**src/rtl/fifo_burst_reader.sv**
```systemverilog
// Pops a programmed burst from a 1-cycle-latency FIFO onto a valid/ready stream via a 2-entry skid buffer.
// Build option FIFO_RD_TIMEOUT_EN: abort a burst after TIMEOUT consecutive empty stalls, flagged by err with done.
module fifo_burst_reader #(
   parameter int DATA_W  = 32,
   parameter int LEN_W   = 4,
   parameter int TIMEOUT = 16
) (
   input  logic              i_clk,
   input  logic              i_rst_n,
   input  logic              i_en,
   input  logic              i_start,
   input  logic [LEN_W-1:0]  i_burst_len,
   output logic              o_busy,
   output logic              o_done,
   output logic              o_err,
   input  logic              i_fifo_empty,
   output logic              o_fifo_rd,
   input  logic [DATA_W-1:0] i_fifo_dout,
   output logic              o_m_valid,
   input  logic              i_m_ready,
   output logic [DATA_W-1:0] o_m_data,
   output logic              o_m_last,
   output logic [LEN_W-1:0]  o_rd_count
);
   typedef enum logic [1:0] {S_IDLE, S_READ, S_FLUSH, S_DONE} state_t;

   state_t            r_state;
   logic [LEN_W-1:0]  r_remaining;
   logic [LEN_W-1:0]  r_len;
   logic [LEN_W-1:0]  r_rd_count;
   logic              r_inflight;
   logic              r_busy;
   logic              r_done;
   logic [1:0]        r_occ;
   logic [DATA_W-1:0] r_buf0;
   logic [DATA_W-1:0] r_buf1;

   logic       w_pop;
   logic       w_rd;
   logic       w_stall;
   logic       w_abort;
   logic       w_drained;
   logic [2:0] w_level;

   // Occupancy the buffer will have once this cycle's pop and in-flight capture settle.
   assign w_pop     = (r_occ != 2'd0) && i_m_ready;
   assign w_level   = {1'b0, r_occ} + {2'b00, r_inflight} - {2'b00, w_pop};
   assign w_rd      = (r_state == S_READ) && i_en && !i_fifo_empty &&
                      (r_remaining != '0) && (w_level < 3'd2);
   assign w_stall   = (r_state == S_READ) && i_en && i_fifo_empty && (r_remaining != '0);
   assign w_drained = !r_inflight && ((r_occ == 2'd0) || ((r_occ == 2'd1) && w_pop));

`ifdef FIFO_RD_TIMEOUT_EN
   localparam int CNT_W = $clog2(TIMEOUT + 1);
   logic [CNT_W-1:0] r_stall_cnt;
   logic             r_abort;

   assign w_abort = w_stall && (r_stall_cnt == CNT_W'(TIMEOUT - 1));
   assign o_err   = r_done && r_abort;

   always_ff @(posedge i_clk) begin
      if (!i_rst_n) begin
         r_stall_cnt <= '0;
         r_abort     <= 1'b0;
      end else begin
         if (w_rd || (r_state != S_READ))
            r_stall_cnt <= '0;
         else if (w_stall)
            r_stall_cnt <= r_stall_cnt + 1'b1;
         else if (i_en)
            r_stall_cnt <= '0;
         if (r_state == S_IDLE)
            r_abort <= 1'b0;
         else if (w_abort)
            r_abort <= 1'b1;
      end
   end
`else
   assign w_abort = 1'b0;
   assign o_err   = 1'b0;
`endif

   always_ff @(posedge i_clk) begin
      if (!i_rst_n) begin
         r_state     <= S_IDLE;
         r_remaining <= '0;
         r_len       <= '0;
         r_rd_count  <= '0;
         r_inflight  <= 1'b0;
         r_busy      <= 1'b0;
         r_done      <= 1'b0;
      end else begin
         r_inflight <= w_rd;
         r_done     <= 1'b0;
         if (w_pop)
            r_rd_count <= r_rd_count + 1'b1;
         if (w_rd)
            r_remaining <= r_remaining - 1'b1;
         if (i_en) begin
            case (r_state)
               S_IDLE: begin
                  if (i_start && (i_burst_len != '0)) begin
                     r_state     <= S_READ;
                     r_remaining <= i_burst_len;
                     r_len       <= i_burst_len;
                     r_rd_count  <= '0;
                     r_busy      <= 1'b1;
                  end
               end
               S_READ: begin
                  if ((w_rd && (r_remaining == LEN_W'(1))) || w_abort)
                     r_state <= S_FLUSH;
               end
               S_FLUSH: begin
                  if (w_drained) begin
                     r_state <= S_DONE;
                     r_busy  <= 1'b0;
                     r_done  <= 1'b1;
                  end
               end
               S_DONE:  r_state <= S_IDLE;
               default: r_state <= S_IDLE;
            endcase
         end
      end
   end

   // Skid buffer: r_buf0 is always the head; pops shift r_buf1 forward.
   always_ff @(posedge i_clk) begin
      if (!i_rst_n) begin
         r_occ  <= 2'd0;
         r_buf0 <= '0;
         r_buf1 <= '0;
      end else begin
         case ({r_inflight, w_pop})
            2'b10: begin
               if (r_occ == 2'd0)
                  r_buf0 <= i_fifo_dout;
               else
                  r_buf1 <= i_fifo_dout;
               r_occ <= r_occ + 2'd1;
            end
            2'b01: begin
               r_buf0 <= r_buf1;
               r_occ  <= r_occ - 2'd1;
            end
            2'b11: begin
               if (r_occ == 2'd1) begin
                  r_buf0 <= i_fifo_dout;
               end else begin
                  r_buf0 <= r_buf1;
                  r_buf1 <= i_fifo_dout;
               end
            end
            default: ;
         endcase
      end
   end

   assign o_busy     = r_busy;
   assign o_done     = r_done;
   assign o_fifo_rd  = w_rd;
   assign o_m_valid  = (r_occ != 2'd0);
   assign o_m_data   = r_buf0;
   assign o_m_last   = o_m_valid && (({1'b0, r_rd_count} + (LEN_W+1)'(1)) == {1'b0, r_len});
   assign o_rd_count = r_rd_count;
endmodule

```
**config.mk**
```make
export PLATFORM = sky130hd
export DESIGN_NAME = fifo_burst_reader
export DESIGN_NICKNAME = d
export VERILOG_FILES = /design/src/rtl/fifo_burst_reader.sv
export SDC_FILE = /design/constraint.sdc
export NUM_CORES = 1
export LEC_CHECK = 0
export ABC_CLOCK_PERIOD_IN_PS = 2900
export CORE_MARGIN = 2
export CORE_UTILIZATION = 45
export DETAILED_ROUTE_END_ITERATION = 6
export GPL_ROUTABILITY_DRIVEN = 0
export PLACE_DENSITY = 0.87
export SETUP_SLACK_MARGIN = 0.2
export SYNTH_ARGS = -nofsm -noshare
export SYNTH_HDL_FRONTEND = slang
export SYNTH_SLANG_ARGS = --single-unit
```
**constraint.sdc**
```tcl
create_clock -name i_clk -period 2.9 [get_ports i_clk]
set_input_delay 0.58 -clock i_clk [delete_from_list [all_inputs] [get_ports i_clk]]
set_output_delay 0.58 -clock i_clk [all_outputs]
set_load 0.02 [all_outputs]
```
-- Word level (Yosys, flattened, before mapping)
Cells that the tools add are included.
- add/sub/neg operators: 7
- $lt $le $gt $ge: 1
- equality and inequality tests: 15
- mux-type cells: 23
- reduce and logical (&&, ||, !) cells: 28
- operators by type and width (cell ; number):
    $mux 32 ; 4
    $pmux 32 s3 ; 1
    $pmux 32 s2 ; 1
    $mux 4 ; 8
    $logic_and 1x1->1 ; 10
    $ne 2x2->1 const B ; 5
    $reduce_and 3->1 ; 3
    $eq 2x2->1 const B ; 4
    $pmux 2 s4 ; 1
    $reduce_and 4->1 ; 2
    $reduce_bool 2->1 ; 4
    $reduce_bool 4->1 ; 2
    $eq 2x1->1 const B ; 3
    $mux 2 ; 3
    $add 4x1->5 const B ; 1
    $eq 5x4->1 ; 1
    $add 4x1->4 const B ; 1
    $eq 4x1->1 const B ; 1
    $logic_not 2->1 ; 2
    $pmux 2 s2 ; 1
    $sub 4x1->4 const B ; 1
    $add 2x1->3 ; 1
    $lt 3x2->1 const B ; 1
    $mux 1 ; 3
    other kinds (9) ; 10
- register bits: 83
- bits of input ports: 42
- output and inout port bits: 42

-- Depth between registers and ports, before layout
- depth after elaboration: 9
- depth in mapped cells: 11

-- Worst setup path before layout
OpenSTA, ideal clock, no wires.
- path kind: register to output
- start point: register r_occ[1]
- end point: output o_fifo_rd
- data arrival time: 2.461 ns
- setup slack: -0.141 ns
- cell stages (with the launch flop): 10
- path through: dfxtp_1 -> inv_1 -> ha_1 -> nor2b_1 -> clkbuf_1 -> xnor2_1 -> nand2_1 -> fa_1 -> nand4b_1 -> a211oi_2
- word-level cells in the longest chain between the ends: 5
- elaborated cells between the ends (all ways): 6
- ends and longest elaborated chain (item ; line ; source):
    start: declaration ; 34 ; logic [1:0] r_occ;
    start signal: assignment ; 141 ; r_occ <= r_occ + 2'd1;
    start signal: assignment ; 145 ; r_occ <= r_occ - 2'd1;
    branches (longest 2 deep; another with $add 2x1->3) ; n/a ;
    $sub 3x1->3 * ; 47 ; assign w_level = {1'b0, r_occ} + {2'b00, r_inflight} - {2'b00, w_pop};
    $lt 3x2->1 * ; 49 ; (r_remaining != '0) && (w_level < 3'd2);
    $logic_and 1x1->1 * ; 49 ;
    end: declaration ; 17 ; output logic o_fifo_rd,
Mark *: on every way between the ends.

-- Worst setup path in the final report
- start point: register r_occ[0]
- end point: output o_fifo_rd
The elaborated chain is that of the path after synthesis.

==> metrics.txt <==
commonest non-fill, non-tap cell in the layout=dfxtp_1; post-synthesis cell count=412; Hold Buf Count CTS=0; fin nets=roughly 560; final slew viol count=0; Layout Utilization=between 60% and 70%; # diodes=0; Reg2Reg Depth=13; WHS Path Cells=2; Critical Path AT=2.44 ns; Rel. slew slack=50.48%; CORE AREA=a little under 0.008 mm^2; Final Non-Filler Cells=614; largest family of logic cells by synthesized area=simple AND/OR/NAND/NOR gates; total congestion overflow=0; Max Root-Sink Buffers=2; site row count=32; syn avg cell area=8.816 um^2; Total Routed Length=8629 um; Max IR drop VDD=270.1 uV; Yosys warning count=0; maximum capacitance violations=0; CTS tree=done; DP Cell Count=588; share of cells above drive strength 1=12.70%; H-tree depth=3; DRT Pass-1 Iters=4; DIE WIDTH=93.84 um; I/O pin cnt=84; number of global-route vias before repair=3184; Worst Hold Class=reg -> reg; post-synth cell types=38; R2R setup slack=about 0.040 ns; reg2reg end=r_state[0]; Total GRT Usage=about 20%; synthesis-to-layout area growth=37.69%; maximum clock frequency=between 0.3 and 0.4 GHz; initial drt markers=98; Buffers on Ports=82; drc violations=0; RSZ-0062 raised after global routing=yes; first-pass GRT wire length=approximately 14000 um; clock sink count=83; CTS Buf Count=9; syn nets=463; WL/cell=14.05 um; Final Setup Violations=1; Worst Setup End Kind=output pin; failing checks=negative setup slack; worst-margin pin slew=0.7417 ns; die area=0.008806 mm^2; clk slew on worst S/H paths=about 0.09 ns; clock skew=0.01009 ns; Post-Synth Simple-Gate Area=17.40%; fin crit share=104.2%; pwr/cell area=674.7 mW/mm^2; Worst Hold End=r_buf1[0]; CP required=2.32 ns; minimum clock period=around 3.0 ns; commonest cells after routing, fill and taps aside=dfxtp_1, clkdlybuf4s50_1, nand2_1; antenna-violating nets left=0; #FFs+latches synth=83; Initial Utilization=46.76%; initial antenna violation count=0; largest net degree at the start of global routing=65; Root Buffer=clkbuf_8; DR vias/cell=5.182; Final Worst Setup Slack=-0.1224 ns; status=complete, but fails checks; Filler Cell Count=between 600 and 700; reg-to-reg startpoint=r_occ[0]; Synth Area in Adders=3.307%; synthesized area=between 0.003 and 0.004 mm^2; Critical Path Source Type=flop; via count=3182; Die H=93.84 um; clock latency on the worst-skew pair=0.34 ns; sequential-to-total area share from yosys stat=45.75%; post-synthesis mux area share=between 10% and 20%; Synth Area in XOR/XNOR=3.135%; Crit Path Max Fanout=2; WS Path Type=reg -> out; min-delay src=r_buf1[0]; Overall Power=0.003374 W; Leakage=1.965 nW; Final Hold Fails=0; Synth Area in Compound Gates=between 10 and 15%; hpwl dp=5736 um
-- critical path, cell delays in order, from the launching register on --
cell	delay, ns
dfxtp_2	0.34
inv_2	0.05
ha_4	0.16
nor2b_4	0.13
xnor2_2	0.14
nand2_1	0.12
fa_1	0.50
nand4b_1	0.23
a211oi_4	0.27
buf_6	0.16
-- area by class of cell --
cell class | instances | area, um^2 | share of cell area, %
sequential | 83 | 1664 | 33.28
clock inverter | 7 | 91.34 | 1.826
clock buffer | 9 | 123.9 | 2.477
timing repair buffer | 112 | 1082 | 21.64
inverter | 9 | 33.78 | 0.6755
tap | 102 | 127.6 | 2.552
multi-input combinational | 292 | 1878 | 37.55
-- worst max-delay path by stage --
| stage | to | slack [ns] | start |
|---|---|---|---|
| final | o_fifo_rd | -0.12 | r_occ[0] |
| after detailed placement | o_fifo_rd | -0.85 | i_m_ready |
| after CTS | o_fifo_rd | -0.0003 | r_occ[0] |
| after floorplan | o_fifo_rd | 0.07 | i_m_ready |
| after global routing | o_fifo_rd | -0.22 | r_occ[0] |
| after global placement | o_fifo_rd | -0.79 | i_m_ready |
-- Yosys cell counts, drive strengths merged --
| cell type | count | area share (%) |
|---|---|---|
| o41ai | 1 | 0.24 |
| a31oi | 1 | 0.17 |
| xor2 | 4 | 0.96 |
| clkbuf | 20 | 2.3 |
| o21ai | 6 | 0.83 |
| conb | 1 | 0.10 |
| mux2 | 1 | 0.31 |
| a21oi | 37 | 5.1 |
| nor2b | 2 | 0.34 |
| inv | 9 | 0.93 |
| nand4b | 3 | 0.90 |
| or4b | 1 | 0.38 |
| nor3b | 2 | 0.41 |
| nor2 | 45 | 4.7 |
| mux2i | 38 | 10 |
| xnor2 | 9 | 2.2 |
| and3 | 1 | 0.17 |
| or3 | 2 | 0.34 |
| o31ai | 1 | 0.59 |
| nor4 | 2 | 0.34 |
| a221oi | 1 | 0.41 |
| nand2b | 1 | 0.17 |
| fa | 1 | 0.55 |
| nand3b | 1 | 0.21 |
| o41a | 1 | 0.31 |
| ha | 8 | 2.8 |
| buf | 8 | 1.4 |
| and2 | 2 | 0.34 |
| nand2 | 79 | 8.2 |
| nor3 | 2 | 0.28 |
| nand3 | 5 | 0.69 |
| dfxtp | 83 | 46 |
| a211oi | 34 | 7.2 |
-- report_power, final --
part / switching, W / internal (W)
combinational: 0.000592 / 0.000552
clock: 0.000417 / 0.000484
sequential: 0.0000665 / 0.00126
total: 0.00108 / 0.00230
-- kinds of logic after synthesis --
kind of cell / after synthesis
xor gates and xnor gates: 13
AOI/OAI and AO/OA: 82
and+or+nand+nor: 148
buffers and inverters: 37
other: 1
adders and majority gates: 9
muxes: 39
DFF: 83
-- sequential cells by signal (all words and copies together), names as in the netlist --
signal,flops
o_m_data,32
r_state,2
o_done,1
r_occ,2
r_len,4
r_remaining,4
o_busy,1
r_inflight,1
r_buf1,32
o_rd_count,4
-- repair_timing --
item / 4_1_cts / 5_1_grt
buffers inserted: 5 / 5
pin swaps: 3 / 10
setup endpoints to repair: 7 / 7
gates resized for setup: 12 / 10
-- through the flow --
stage / setup slack (ns) / area (um^2) / hold slack (ns) / setup TNS [ns]
floorplan: 0.07009 / 3656 / 0.4357 / 0
detailed placement: -0.8547 / 4643 / 0.4458 / -2.498
global route: -0.2169 / 5001 / 0.4785 / -0.3018
global placement: -0.7926 / 4643 / 0.4405 / -1.843
CTS: -0.0003397 / 4912 / 0.4569 / -0.0003397
finish: -0.1224 / 5001 / 0.4553 / -0.1224
-- metal layers --
metal | GRT usage (%) | vias up | share of wire, %
met5 | 0 | - | 0
met4 | 8.937 | 0 | 1.9
met3 | 4.254 | 15 | 4.0
met2 | 35.36 | 69 | 52
met1 | 22.17 | 1507 | 42
li1 | - | 1591 | -
No activity file was read; power rests on OpenSTA's default activity.
